<file path="config.mk">
export PLATFORM = sky130hd
export DESIGN_NAME = synchronizer_filter
export DESIGN_NICKNAME = d
export VERILOG_FILES = /design/src/rtl/synchronizer_filter.sv
export SDC_FILE = /design/constraint.sdc
export NUM_CORES = 1
export LEC_CHECK = 0
export ABC_AREA = 1
export ABC_CLOCK_PERIOD_IN_PS = 900
export CORE_MARGIN = 3
export CORE_UTILIZATION = 40
export DETAILED_ROUTE_END_ITERATION = 7
export DONT_BUFFER_PORTS = 1
export GPL_ROUTABILITY_DRIVEN = 0
export PLACE_DENSITY = 0.63
export SYNTH_ARGS = -nofsm -noshare
export SYNTH_HDL_FRONTEND = slang
export SYNTH_SLANG_ARGS = --single-unit
</file>
<file path="constraint.sdc">
create_clock -name clk -period 0.9 [get_ports clk]
set_input_delay 0.09 -clock clk [delete_from_list [all_inputs] [get_ports clk]]
set_output_delay 0.09 -clock clk [all_outputs]
set_load 0.005 [all_outputs]
</file>
<file path="src/rtl/synchronizer_filter.sv">
// synchronizer_filter: multi-channel level synchronizer with a per-channel
// stability (glitch) filter and optional registered rise/fall pulses.
// Each channel passes through a SYNC_DEPTH flop chain; the synchronized level
// must then persist for FILT_CYCLES consecutive cycles before out follows it.
// Optional feature macro: SYNC_FILTER_EDGE_PULSE_EN (when undefined, rise and
// fall are constant 0 and no pulse registers exist).
module synchronizer_filter #(
    parameter int                NUM_CH      = 4,
    parameter int                SYNC_DEPTH  = 2,
    parameter int                FILT_CYCLES = 4,
    parameter logic [NUM_CH-1:0] RESET_VAL   = '0
) (
    input  logic              clk,
    input  logic              rst,
    input  logic [NUM_CH-1:0] in,
    output logic [NUM_CH-1:0] out,
    output logic [NUM_CH-1:0] rise,
    output logic [NUM_CH-1:0] fall
);

    localparam int               CNT_W    = $clog2(FILT_CYCLES + 1);
    localparam logic [CNT_W-1:0] CNT_LAST = CNT_W'(FILT_CYCLES - 1);

    logic [NUM_CH-1:0] sync_q [SYNC_DEPTH];
    logic [NUM_CH-1:0] ss;
    logic [CNT_W-1:0]  cnt_q  [NUM_CH];
    logic [CNT_W-1:0]  cnt_d  [NUM_CH];
    logic [NUM_CH-1:0] out_d;

    // Plain flop chain per channel; nothing sits between the stages.
    always_ff @(posedge clk or posedge rst) begin
        if (rst) begin
            for (int k = 0; k < SYNC_DEPTH; k++) begin
                sync_q[k] <= RESET_VAL;
            end
        end else begin
            sync_q[0] <= in;
            for (int k = 1; k < SYNC_DEPTH; k++) begin
                sync_q[k] <= sync_q[k-1];
            end
        end
    end

    assign ss = sync_q[SYNC_DEPTH-1];

    // Filter decision: count consecutive disagreement cycles, adopt the new
    // level on the last one, and restart from zero whenever ss agrees again.
    always_comb begin
        out_d = out;
        for (int ch = 0; ch < NUM_CH; ch++) begin
            cnt_d[ch] = '0;
            if (ss[ch] != out[ch]) begin
                if (cnt_q[ch] == CNT_LAST) begin
                    out_d[ch] = ss[ch];
                end else begin
                    cnt_d[ch] = cnt_q[ch] + 1'b1;
                end
            end
        end
    end

    // Filtered output and disagreement counters; reset discards partial counts.
    always_ff @(posedge clk or posedge rst) begin
        if (rst) begin
            out <= RESET_VAL;
            for (int ch = 0; ch < NUM_CH; ch++) begin
                cnt_q[ch] <= '0;
            end
        end else begin
            out <= out_d;
            for (int ch = 0; ch < NUM_CH; ch++) begin
                cnt_q[ch] <= cnt_d[ch];
            end
        end
    end

`ifdef SYNC_FILTER_EDGE_PULSE_EN
    // Edge pulses register on the same edge as out, so they line up with the
    // first cycle that shows the new level; a single bit cannot both rise and fall.
    always_ff @(posedge clk or posedge rst) begin
        if (rst) begin
            rise <= '0;
            fall <= '0;
        end else begin
            rise <= out_d & ~out;
            fall <= ~out_d & out;
        end
    end
`else
    assign rise = '0;
    assign fall = '0;
`endif

endmodule

</file>
Word-level counts from Yosys, hierarchy flattened. Index checks and enable logic that the tools add are counted.

Word-level logic and storage cells: 34. Flip-flop bits (word level): 24.

Equal/unequal tests: 8. Mux-type cells: 8. Reductions and logical operators: 4. $add $sub $neg: 4.

Operator list (count): 2-to-1 mux 3 bit (8); adder 3 x 1 -> 3 bit (second input constant) (4); equality test 3 x 2 -> 1 bit (second input constant) (4); AND reduction 2 bit (4); != test 1 bit (4).

Depth between registers and ports, before layout. Gate-level depths: netlist of the first run.

Depth after elaboration: 3. Mapped depth: 4. Gate-level depth less buffers: 4.

Worst setup path after synthesis of the first run. OpenSTA, ideal clock, no wires.

Path kind: reg2reg. Start: reg cnt_q[0] in the netlist's numbering. End: reg cnt_q[0] in the netlist's numbering. Path buffers: 0. Arrival time: 0.784 ns. Cell stages (with the launch flop): 5. Path slack: 0.044 ns. Setup time: 0.071 ns. Cell sequence: dfrtp_1 -> ha_1 -> nand2_2 -> nand2_1 -> nor2_1.

RTL lines: start, declared (RTL line 26) `logic [CNT_W-1:0] cnt_q [NUM_CH];`; start signal, assigned by index (RTL line 72) `cnt_q[ch] <= cnt_d[ch];`.

==> impl_metrics.py, run 1 <==
metrics = {
    "drt": {
        "wirelength_um": 1470,
        "vias": 620,
        "wl_per_cell_um": 9.95,
        "dr.pass1.iters": 2,
        "route.detailed.drc": 0,
        "ant_nets": 0,
        "viasPerCell": 4.19,
        "drtIter0Drc": 10,
    },
    "floorplanning": {
        "num_rows": 17,
        "die_x_um": 56.6,
        "fp.dieH_um": 56.6,
        "fp.dieArea_um2": 3200,
        "num_io_pins": 18,
        "placeableCoreArea_um2": 2320,
        "initial_core_util": 0.441,
    },
    "clock_network": {
        "clock-sinks": 24,
        "clock_path_buffers": 2,
        "cts_tree": "built",
        "clockRootBuffer": "clkbuf_4",
        "cts_buffers": 3,
        "clkLatencyLatePin_ns": 0.30,
        "clkTransAtPathRegs_ns": 0.12,
        "htreeDepth": 1,
    },
    "grt": {
        "grt_pass1_vias": 615,
        "grt_pass1_wl_um": 2550,
        "grt_usage": 0.104,
        "grt_max_degree": 25,
        "grt_overflow": 0,
        "grt_antenna_before_repair": 0,
    },
    "run_status": {
        "status": "complete, no violations",
    },
    "pwr": {
        "power_mw": 3.08,
        "switching_share": 0.336,
        "p_seq_frac": 0.510,
        "powerDensity_nw_per_um2": 2530,
        "p_switching_mw": 1.03,
        "p_leak_nw": 0.608,
        "p_clk_frac": 0.174,
        "vdd_drop_max_mv": 1.34,
        "combPwrFrac": 0.316,
        "internal_power_mw": 2.04,
    },
    "sta": {
        "hold_viol": 0,
        "finalSetupViolations": 0,
        "fin_worst_skew_ns": 0.00188,
        "rsz0062_at_grt": "true",
        "timing.fmax_mhz": 1120,
        "fin_crit_sh": 0.996,
        "slew_violations": 0,
        "setup_slack_ns": 0.00398,
        "period_minus_slack_ns": 0.896,
    },
    "min_path": {
        "hp-class": "primary input to asynchronous set/reset pin",
    },
    "place": {
        "place_area_um2": 1030,
        "dp_hpwl_um": 962,
        "port_buffers": 0,
        "dp_slack_ns": -0.0211,
        "placed_cells": 138,
    },
    "yosys": {
        "ys_types": 9,
        "avgSynthCellArea_um2": 9.30,
        "synth_seq_cells": 24,
        "postSynthCellCount": 110,
        "syn_area_um2": 1020,
        "synth-seq-area-share": 0.587,
        "yosysWarnings": 0,
    },
    "worst_setup_path": {
        "path_max_fanout": 1,
        "criticalPathCategory": "register to register",
        "cp.required_ns": 1.14,
        "arrival_ns": 1.13,
        "crit_start": "cnt_q[4]",
        "startpoint_type": "register",
        "reg2reg_slack_ns": 0.004,
        "r2r_end": "cnt_q[4]",
        "crit_path_end_kind": "register",
        "rr_worst_depth": 3,
        "reg2reg_from": "cnt_q[4]",
    },
    "final_layout": {
        "fin_cells": 148,
        "final_util": 0.523,
        "antenna_cells": 0,
        "syn2layout_area_growth_pct": 18.6,
        "final_area_um2": 1210,
        "layout-drive-gt1-share": 0.258,
        "fill_cells": 214,
        "layout.nets": 131,
    },
    "run": {
        "maxCapViolations": 0,
    },
}
==> worst max path at each step <==
stage	end	slack, ns	depth (start not counted)
CTS	cnt_q[1]	0.003	3
detailed placement	cnt_q[10]	-0.02	4
finish	cnt_q[4]	0.004	3
floorplan	cnt_q[0]	0.04	4
global route	cnt_q[10]	-0.03	4
global placement	cnt_q[6]	-0.006	4
==> worst max-delay path, stage by stage, from the launching register on <==
cell     delay, ns
dfrtp_1       0.43
ha_4          0.28
nand2_2       0.04
nor2_1        0.08
==> kinds of logic after synthesis <==
group,Yosys count,synth area share
other,1,0.00366
and+or+nand+nor,52,0.225
DFF,24,0.587
buffers and inverters,29,0.136
adders and majority gates,4,0.0489
==> cells in the final DEF, fill, tap and decap left out <==
cell,instances
nand3_1,4
buf_4,2
inv_2,2
nand2_2,14
nor2_1,11
dfrtp_1,24
ha_4,4
nand2_1,18
clkbuf_8,1
inv_1,19
conb_1,8
nand2_4,4
dlygate4sd3_1,5
nor2_2,1
clkbuf_4,3
==> power by group through the flow <==
stage	logic [mW]	clock network, mW	registers [mW]
after detailed placement	0.718	0	1.52
after CTS	0.792	0.571	1.56
final	0.972	0.535	1.57
after global routing	1.13	0.618	1.59
after global placement	0.683	0	1.51
after floorplan	0.636	0	1.48
==> registers in the layout, indices dropped and copies added (netlist names) <==
signal  flops
cnt_q      12
out         4
ss          4
sync_q      4
==> cell type report <==
| cell class | count | area (um2) | area share |
|---|---|---|---|
| Multi-Input combinational cell | 64 | 398 | 0.328 |
| Timing Repair Buffer | 7 | 65.1 | 0.0536 |
| Tap cell | 28 | 35.0 | 0.0289 |
| Sequential cell | 24 | 601 | 0.495 |
| Inverter | 21 | 78.8 | 0.0649 |
| Clock buffer | 4 | 36.3 | 0.0299 |
==> per-layer routing <==
layer	GRT usage	wire (um)	vias to the layer above
met3	0.0368	51	2
met2	0.172	736	11
met1	0.122	673	285
met5	0	0	-
li1	-	-	322
met4	0.0407	10	0
==> what timing repair did <==
action                                  in CTS  in global routing
pin swaps                                    4                 19
hold buffers                                 5                  0
resized for setup                            7                 14
endpoints found under the hold margin       28                  0
buffers inserted                             0                  1
endpoints found under the setup margin       9                 14
==> per-stage QoR <==
step / hold WS, ns / setup TNS (ns)
after global routing: 0.265 / -0.135
after CTS: 0.248 / 0
after floorplan: 0.105 / 0
after global placement: 0.0442 / -0.00616
after detailed placement: 0.0444 / -0.0773
final: 0.261 / 0
==> cells in the mapped netlist <==
| library cell | count | share of area |
|---|---|---|
| buf_4 | 8 | 0.059 |
| conb_1 | 1 | 0.0037 |
| dfrtp_1 | 24 | 0.59 |
| ha_1 | 4 | 0.049 |
| inv_1 | 21 | 0.077 |
| nand2_1 | 24 | 0.088 |
| nand2_2 | 12 | 0.073 |
| nand3_1 | 4 | 0.020 |
| nor2_1 | 12 | 0.044 |
Power figures use the tool's default switching activity.
==> inputs of run 2 (changes only) <==
ABC_AREA = not set   (was 1)
GPL_TIMING_DRIVEN = 0   (was not set)
==> impl_metrics.py, run 2 <==
metrics = {
    "floorplanning": {
        "fp.dieArea_um2": 2950,
        "num_rows": 16,
        "fp.dieH_um": 54.3,
        "die_x_um": 54.3,
        "placeableCoreArea_um2": 2080,
        "initial_core_util": 0.448,
        "num_io_pins": 18,
    },
    "clock_network": {
        "cts_tree": "built",
        "htreeDepth": 1,
        "holdBufCountCts": 4,
        "clockRootBuffer": "clkbuf_4",
        "clkTransAtPathRegs_ns": 0.12,
        "clkLatencyLatePin_ns": 0.30,
        "clock-sinks": 24,
        "cts_buffers": 3,
        "clock_path_buffers": 2,
    },
    "min_path": {
        "hp-class": "primary input to asynchronous set/reset pin",
    },
    "yosys": {
        "ys_types": 10,
        "yosys.area_share.simple": 0.145,
        "syn_area_um2": 933,
        "synthXorXnorAreaFrac": 0.0375,
        "yosysWarnings": 0,
        "synth_top_area_frac": 0.643,
        "synth-seq-area-share": 0.643,
        "synth_compound_area_frac": 0,
        "synth_edf_count": 0,
        "synth_common_cells": "24 x dfrtp_1, 8 x buf_4, 8 x nor3b_1",
        "yosysTopAreaCell": "dfrtp_1",
        "synth_mux_area_frac": 0.0483,
        "synth_area_leaders": "dfrtp_1 64%, buf_4 6.4%, nor3b_1 6.4%",
        "synth_fa_ha_area_frac": 0.0536,
        "synth_seq_cells": 24,
        "avgSynthCellArea_um2": 15.1,
        "synth_top_family_by_area": "simple AND/OR/NAND/NOR gates",
        "synth_ff_type": "dfrtp_1",
        "synth_async_sr_flop_share": 1.00,
        "yosysMostFrequentCell": "dfrtp_1",
        "postSynthCellCount": 62,
    },
    "worst_setup_path": {
        "reg2reg_from": "cnt_q[3]",
        "r2r_end": "out[2]",
        "reg2reg_slack_ns": -0.24,
        "crit_path_end_kind": "register",
        "cp.required_ns": 1.10,
        "crit_slowest_cell": "dfrtp_1",
        "crit_start": "cnt_q[3]",
        "cp-endpoint": "out[2]",
        "critPathBufInv": 0,
        "max_stage_delay_ns": 0.38,
        "criticalPathCategory": "register to register",
        "arrival_ns": 1.34,
        "startpoint_type": "register",
        "cpLargestDelayFamily": "flip-flops",
        "path_cells": "ha_2 > nor2b_4 > mux2_4",
        "rr_worst_depth": 3,
        "path_max_fanout": 3,
        "cp.depth": 3,
    },
    "sta": {
        "hold_ws_ns": -0.166,
        "timing.fmax_mhz": 881,
        "period_minus_slack_ns": 1.14,
        "fin_crit_sh": 1.26,
        "setup_slack_ns": -0.236,
        "worstMarginPinSlew_ns": 0.863,
        "hold_viol": 24,
        "slew_violations": 0,
        "fin_worst_skew_ns": 0.000667,
        "rsz0062_at_grt": "true",
        "finalSetupViolations": 16,
        "relSlewSlack": 0.424,
    },
    "drt": {
        "wirelength_um": 1390,
        "vias": 510,
        "route.detailed.drc": 0,
        "viasPerCell": 4.40,
        "dr.pass1.iters": 2,
        "ant_nets": 0,
        "wl_per_cell_um": 12.0,
        "drtIter0Drc": 2,
    },
    "run": {
        "maxCapViolations": 0,
    },
    "pwr": {
        "vdd_drop_max_mv": 1.94,
        "p_leak_nw": 0.628,
        "powerDensity_nw_per_um2": 2670,
        "power_mw": 3.52,
    },
    "grt": {
        "grt_usage": 0.110,
        "grt_overflow": 0,
        "grt_antenna_before_repair": 0,
        "grt_pass1_wl_um": 2180,
        "grt_max_degree": 25,
        "grt_pass1_vias": 506,
    },
    "place": {
        "port_buffers": 0,
        "placed_cells": 96,
        "dp_hpwl_um": 850,
    },
    "final_layout": {
        "final_cell_mix": "22 x dfrtp_1, 16 x buf_4, 8 x conb_1",
        "largest-register": "cnt_q",
        "multi_input_area_um2": 419,
        "antenna_cells": 0,
        "seq_area_um2": 603,
        "largest_register_ff_count": 12,
        "layout.nets": 100,
        "fin_cells": 116,
        "final_common_cell": "dfrtp_1",
        "syn2layout_area_growth_pct": 41.2,
        "layout-drive-gt1-share": 0.584,
        "fill_cells": 167,
    },
    "run_status": {
        "violations": "negative hold slack, negative setup slack",
        "status": "complete, but fails checks",
    },
}
[run 2: metal layers]
| layer | track usage | wire, um |
|---|---|---|
| met1 | 0.118 | 533 |
| met2 | 0.185 | 752 |
| met3 | 0.0327 | 83 |
| met4 | 0.0747 | 19 |
| met5 | 0 | 0 |
[run 2: cells by family (layout without fill, tap and decap cells)]
family	Yosys count	in the layout
XOR/XNOR	4	4
adder cells (fa/ha/maj)	4	4
buffers and inverters	9	29
flip-flops	24	24
multiplexers	4	4
other	1	8
AND/OR/NAND/NOR	16	16
[run 2: cell type report]
type                    count  area share
plain buffers               8      0.0456
inverters                   1     0.00285
multi-input cells          36       0.318
clock inverters             1      0.0228
clock buffers               3      0.0171
repair buffers             16       0.110
well taps                  27      0.0256
flip-flops and latches     24       0.458
[run 2: stage by stage]
stage / setup TNS (ns) / cell area (um2) / hold slack [ns] / util / setup slack (ns)
4_1_cts: -1.83 / 1220 / -0.146 / 0.588 / -0.229
5_1_grt: -3.00 / 1320 / -0.140 / 0.633 / -0.273
2_1_floorplan: -0.655 / 985 / 0.105 / - / -0.162
6_report: -2.19 / 1320 / -0.166 / 0.633 / -0.236
3_5_place_dp: -1.19 / 1020 / 0.121 / 0.489 / -0.220
3_3_place_gp: -0.946 / 1020 / 0.121 / 0.489 / -0.207
[run 2: what timing repair did]
| item | 4_1_cts | 5_1_grt |
|---|---|---|
| gates resized for setup | 11 | 12 |
| endpoints found under the setup margin | 15 | 18 |
| pin swaps | 8 | 8 |
| hold endpoints to repair | 28 | 24 |
| buffers inserted | 7 | 5 |
| cloned | 0 | 0 |
[run 2: how the worst min path moves through the flow]
stage | endpoint | slack (ns) | depth (start not counted)
2_1_floorplan | cnt_q[0] | 0.10 | 1
3_3_place_gp | sync_q[6] | 0.12 | 0
3_5_place_dp | sync_q[4] | 0.12 | 0
4_1_cts | cnt_q[5] | -0.15 | 1
5_1_grt | cnt_q[5] | -0.14 | 1
6_report | cnt_q[5] | -0.17 | 1
[run 2: worst register-to-register path, cell delays in order (launching register included)]
cell     delay, ns
dfrtp_1       0.38
ha_2          0.18
nor2b_4       0.17
mux2_4        0.31
[run 2: report_power, final]
| part | internal (mW) | total, mW | switching, mW |
|---|---|---|---|
| combinational | 0.769 | 1.21 | 0.439 |
| clock | 0.450 | 0.753 | 0.303 |
| sequential | 1.34 | 1.56 | 0.220 |
| total | 2.56 | 3.52 | 0.963 |
